<file path="config.mk">
export PLATFORM = sky130hd
export DESIGN_NAME = uart_rx_8n1
export DESIGN_NICKNAME = d
export VERILOG_FILES = /design/src/rtl/uart_rx_8n1.sv
export SDC_FILE = /design/constraint.sdc
export NUM_CORES = 1
export LEC_CHECK = 0
export BUFFER_PORTS_ARGS = -buffer_cell sky130_fd_sc_hd__buf_2
export CAP_MARGIN = 10
export CORE_MARGIN = 2
export CORE_UTILIZATION = 63
export DETAILED_ROUTE_END_ITERATION = 12
export GPL_TIMING_DRIVEN = 0
export PLACE_DENSITY_LB_ADDON = 0.1
export SLEW_MARGIN = 15
export SYNTH_ARGS = -nofsm -noshare
export SYNTH_HDL_FRONTEND = slang
export SYNTH_SLANG_ARGS = --single-unit
</file>
<file path="constraint.sdc">
create_clock -name clk -period 5.9 [get_ports clk]
set_clock_uncertainty 0.1 [all_clocks]
set_input_delay 0.59 -clock clk [delete_from_list [all_inputs] [get_ports clk]]
set_output_delay 0.59 -clock clk [all_outputs]
set_load 0.02 [all_outputs]
</file>
<file path="src/rtl/uart_rx_8n1.sv">
// uart_rx_8n1 - 8N1 UART receiver for the processor serial port.
//
// Synchronises rxd, finds the start bit on a falling edge, samples eight data
// bits LSB-first at bit centres, checks the stop bit, and hands each good byte
// to the bus side through a holding register with a valid/ack handshake.
//
// Ports:
//   rst         in   async active-low reset
//   clk         in   system clock, rising edge
//   rxd         in   serial line, idle high, asynchronous to clk
//   rx_ack      in   consumer acknowledge, clears rx_valid and rx_overrun
//   rx_data     out  last good received byte
//   rx_valid    out  rx_data holds an unread byte
//   rx_overrun  out  sticky, a byte landed while rx_valid was still set
//   frame_err   out  one-cycle pulse when the stop bit is sampled low
//   busy        out  receiver is not idle
//
// State table:
//   state    | meaning
//   ST_IDLE  | line idle, watching for a falling edge on the synchronised line
//   ST_START | waiting half a bit to re-check the start bit at its centre
//   ST_DATA  | sampling the eight data bits, one per bit period
//   ST_STOP  | waiting for the stop bit centre, then deliver byte or flag error
//   ST_BREAK | stop bit was low, wait for the line to return high

module uart_rx_8n1 #(
    parameter int unsigned CLKS_PER_BIT = 868
) (
    input  logic       rst,
    input  logic       clk,
    input  logic       rxd,
    input  logic       rx_ack,
    output logic [7:0] rx_data,
    output logic       rx_valid,
    output logic       rx_overrun,
    output logic       frame_err,
    output logic       busy
);

    localparam logic [15:0] HALF_LOAD = 16'(CLKS_PER_BIT / 2 - 1);
    localparam logic [15:0] FULL_LOAD = 16'(CLKS_PER_BIT - 1);

    typedef enum logic [2:0] {
        ST_IDLE,
        ST_START,
        ST_DATA,
        ST_STOP,
        ST_BREAK
    } state_t;

    state_t      state;
    state_t      state_next;

    logic        s1;
    logic        s2;
    logic        s_prev;

    logic [15:0] timer;
    logic [3:0]  bit_cnt;
    logic [7:0]  shift_reg;

    logic        expired;
    logic        load_half;
    logic        load_full;
    logic        bit_cnt_load;
    logic        shift_en;
    logic        byte_done;
    logic        stop_fail;

    // Synchroniser and edge history reset high so a line held low through
    // reset release is only seen as a start once s2 actually falls.
    always_ff @(posedge clk or negedge rst) begin
        if (!rst) begin
            s1     <= 1'b1;
            s2     <= 1'b1;
            s_prev <= 1'b1;
        end else begin
            s1     <= rxd;
            s2     <= s1;
            s_prev <= s2;
        end
    end

    assign expired = (timer == 16'd0);

    always_ff @(posedge clk or negedge rst) begin
        if (!rst) begin
            state <= ST_IDLE;
        end else begin
            state <= state_next;
        end
    end

    always_comb begin
        state_next   = state;
        load_half    = 1'b0;
        load_full    = 1'b0;
        bit_cnt_load = 1'b0;
        shift_en     = 1'b0;
        byte_done    = 1'b0;
        stop_fail    = 1'b0;
        case (state)
            ST_IDLE: begin
                if (s_prev && !s2) begin
                    load_half  = 1'b1;
                    state_next = ST_START;
                end
            end
            ST_START: begin
                if (expired) begin
                    if (!s2) begin
                        load_full    = 1'b1;
                        bit_cnt_load = 1'b1;
                        state_next   = ST_DATA;
                    end else begin
                        // line came back high at the start centre: a glitch
                        state_next = ST_IDLE;
                    end
                end
            end
            ST_DATA: begin
                if (expired) begin
                    shift_en  = 1'b1;
                    load_full = 1'b1;
                    if (bit_cnt == 4'd0) begin
                        state_next = ST_STOP;
                    end
                end
            end
            ST_STOP: begin
                if (expired) begin
                    if (s2) begin
                        byte_done  = 1'b1;
                        state_next = ST_IDLE;
                    end else begin
                        stop_fail  = 1'b1;
                        state_next = ST_BREAK;
                    end
                end
            end
            ST_BREAK: begin
                if (s2) begin
                    state_next = ST_IDLE;
                end
            end
            default: begin
                state_next = ST_IDLE;
            end
        endcase
    end

    // Bit timer: parks at zero in IDLE and BREAK, where it is not consulted.
    always_ff @(posedge clk or negedge rst) begin
        if (!rst) begin
            timer <= 16'd0;
        end else if (load_half) begin
            timer <= HALF_LOAD;
        end else if (load_full) begin
            timer <= FULL_LOAD;
        end else if (!expired) begin
            timer <= timer - 16'd1;
        end
    end

    always_ff @(posedge clk or negedge rst) begin
        if (!rst) begin
            bit_cnt <= 4'd0;
        end else if (bit_cnt_load) begin
            bit_cnt <= 4'd7;
        end else if (shift_en && (bit_cnt != 4'd0)) begin
            bit_cnt <= bit_cnt - 4'd1;
        end
    end

    always_ff @(posedge clk or negedge rst) begin
        if (!rst) begin
            shift_reg <= 8'h00;
        end else if (shift_en) begin
            shift_reg <= {s2, shift_reg[7:1]};
        end
    end

    // Holding register and handshake. A byte completing in the same cycle as
    // rx_ack counts as the ack consuming the old byte, so no overrun.
    always_ff @(posedge clk or negedge rst) begin
        if (!rst) begin
            rx_data    <= 8'h00;
            rx_valid   <= 1'b0;
            rx_overrun <= 1'b0;
        end else if (byte_done) begin
            rx_data  <= shift_reg;
            rx_valid <= 1'b1;
            if (rx_ack) begin
                rx_overrun <= 1'b0;
            end else if (rx_valid) begin
                rx_overrun <= 1'b1;
            end
        end else if (rx_ack) begin
            rx_valid   <= 1'b0;
            rx_overrun <= 1'b0;
        end
    end

    always_ff @(posedge clk or negedge rst) begin
        if (!rst) begin
            frame_err <= 1'b0;
        end else begin
            frame_err <= stop_fail;
        end
    end

    assign busy = (state != ST_IDLE);

endmodule

</file>
==> metrics.cfg <==
[run_status]
status = complete, no violations

[clock_tree]
cts.clk_slew.worst_paths_ns = 0.13
clockBufferDepth = 2
root_buffer = clkbuf_4
numCtsBuffers = 5
cts_tree = built
h-tree-depth = 2
ctsResizeCount = 0
clock-sinks = 45
post_cts_buffers = 0
clock_latency_ns = 0.35
cts_hold_buf = 0

[die]
floorplan.initialDensity_pct = 65.50
die_w_um = 62.67
core_region_area_um2 = 3311
die_area_um2 = 3927
io_pins = 16
std_cell_rows = 21
die_h_um = 62.67

[global_route]
grt_pass1_wl_um = 7348
grtUsageTotal_pct = 23.73
antenna_found_initial = 0
grt_pass1_vias = 1642
grt_max_degree = 46
globalRouteOverflowTotal = 0

[placed_design]
gp_congestion = 0.8082
numPortBuffers = 15
dp_hpwl_um = 3066
place_ws_ns = 3.563

[sta]
setup_ws_ns = 3.530
slew_headroom_pct = 36.06
rsz0062_at_grt = false
fin_crit_sh_pct = 40.16
slew_viol_final = 0
setup_viol = 0
fmax_ghz = 0.4220
finalSetupTns_ns = 0
hold_violations = 0
fin_crit_ns = 2.370
tightestPinTransition_ns = 0.9590

[detailed_routing]
firstDrtPassIters = 4
vias = 1649
avgRoutedWirePerCell_um = 15.75
routed_wl_um = 4222
drc = 0
drt_iter0_markers = 130
final_antenna_net_count = 0
vias_per_cell = 6.153

[cells_and_area]
seq_area_um2 = 1130
area_delta_synth_final_pct = 10.21
nFillCells = 261
antenna_cells = 0
drive_gt1_share_pct = 25.68
largest_reg_flops = 16
utilization_pct = 72.18
multi_input_area_um2 = 982.2
layout.nets = 228

[synth]
synthFlopType = dfrtp_1
synth_common_cells = dfrtp_1 (42), a21oi_1 (16), mux2_2 (16)
synth_top_area_share_pct = 48.47
synth_top_cell_by_area = dfrtp_1
syn-cell-area_um2 = 2168
syn_inst = 199
synthMostInstantiatedCell = dfrtp_1
synth-async-reset-ratio_pct = 100.0
yosysSeqAreaShare_pct = 52.11
yosys_warnings = 0
synth_area_leaders = dfrtp_1 (48%), mux2_2 (8.3%), a21oi_1 (3.7%)
ys_types = 45
synth-edff-count = 0
synth-seq-cells = 45
avgSynthCellArea_um2 = 10.90
synth.net_count = 206

[power]
pwr-share-seq_pct = 52.0
pwr-share-clk_pct = 23.9
netSwitchingFraction_pct = 32.96
p_comb_share_pct = 24.1
power.switching_w = 0.0002710
p_leak_nw = 1.109
p_per_area_nw_per_um2 = 344.0
p_int_w = 0.0005511
p_total_w = 0.0008220
ir_drop_v = 0.0002038

[setup_path]
reg2reg_depth = 7
cp_data_required_time_ns = 6.07
critPathSlowestCell = dfrtp_1
crit_family = simple AND/OR/NAND/NOR gates
cp-end-kind = flip-flop
arrival_ns = 2.54
path_buf_inv = 2
cp_max_fo = 10
cp_num_cells = 7
start_kind = flip-flop
critical_path_class = reg2reg
slowest_delay_ns = 0.41
path_cells = inv_1 > ha_1 > nor4b_2 > nand4_1 > clkbuf_1 > nor3_1 > mux2i_1

[job]
drv_cap = 0

[min_path]
hold_path_class = in2reg
hold_depth = 1

[cells by family after synthesis]
family	share of synthesized area, %
buffers and inverters	2.596
adder cells (fa/ha/maj)	1.731
AND/OR/NAND/NOR	21.64
AO/OA/AOI/OAI	11.89
multiplexers	9.232
flip-flops	52.11
XOR/XNOR	0.8080
[worst paths after layout]
| kind | start | to | slack [ns] |
|---|---|---|---|
| setup / recovery | timer[0]$_DFFE_PN0P_ | bit_cnt[0]$_DFFE_PN0P_ | 3.53 |
| hold / removal | rxd | s1$_DFF_PN1_ | 0.23 |
| setup reg to reg | timer[0]$_DFFE_PN0P_ | bit_cnt[0]$_DFFE_PN0P_ | 3.53 |
| hold reg to reg | s1$_DFF_PN1_ | s2$_DFF_PN1_ | 0.27 |
| max in group asynchronous | rst | rx_data[2]$_DFFE_PN0P_ | 4.83 |
| min in group asynchronous | rst | timer[2]$_DFFE_PN0P_ | 0.28 |
[placed cells by master (no fill, tap or decap), types with 5 or more instances in the layout]
cell type  instances
nor3_1             9
o21ai_0            6
o31ai_1            6
clkbuf_4           5
nand2_1            7
a21oi_1           16
dfrtp_1           42
buf_2             18
inv_1              9
nor2_1            11
or4_1              5
mux2_2            16
[power by group through the flow]
| stage | Combinational [W] | Sequential [W] | Clock (W) |
|---|---|---|---|
| after global placement | 0.000185 | 0.000427 | 0 |
| final | 0.000198 | 0.000428 | 0.000196 |
| after CTS | 0.000200 | 0.000426 | 0.000201 |
| after floorplan | 0.000158 | 0.000416 | 0 |
| after global routing | 0.000226 | 0.000437 | 0.000212 |
| after detailed placement | 0.000198 | 0.000433 | 0 |
[worst register-to-register path, delay by kind of cell, from the launching register on]
kind | cells | cell delay, ns
simple gates | 3 | 1.01
flops | 1 | 0.41
buf+inv | 2 | 0.38
mux | 1 | 0.24
fa+ha+maj | 1 | 0.17
[layout make-up]
type | instances | area share [%]
Tap cell | 46 | 2.408
Inverter | 9 | 1.414
Clock buffer | 6 | 2.147
Multi-Input combinational cell | 140 | 41.10
Sequential cell | 45 | 47.28
Buffer | 5 | 0.9424
Clock inverter | 2 | 1.571
Timing Repair Buffer | 15 | 3.141
[layer usage]
layer / part of all wire (%) / vias to the layer above / GRT usage [%] / wire length, um
met1: 41 / 803 / 29.85 / 1733
met5: 0 / - / 0 / 0
met4: 2.2 / 0 / 11.11 / 93
met3: 4.8 / 10 / 4.685 / 204
li1: - / 778 / - / -
met2: 52 / 58 / 39.65 / 2190
[metrics by stage]
step | instance area, um2 | cells | hold WS (ns)
after floorplan | 2168 | 199 | 0.1944
after global placement | 2301 | 260 | 0.2499
after detailed placement | 2301 | 260 | 0.2534
after CTS | 2390 | 268 | 0.2176
after global routing | 2390 | 268 | 0.1997
final | 2390 | 268 | 0.2303
(Power assumes the default switching activity.)
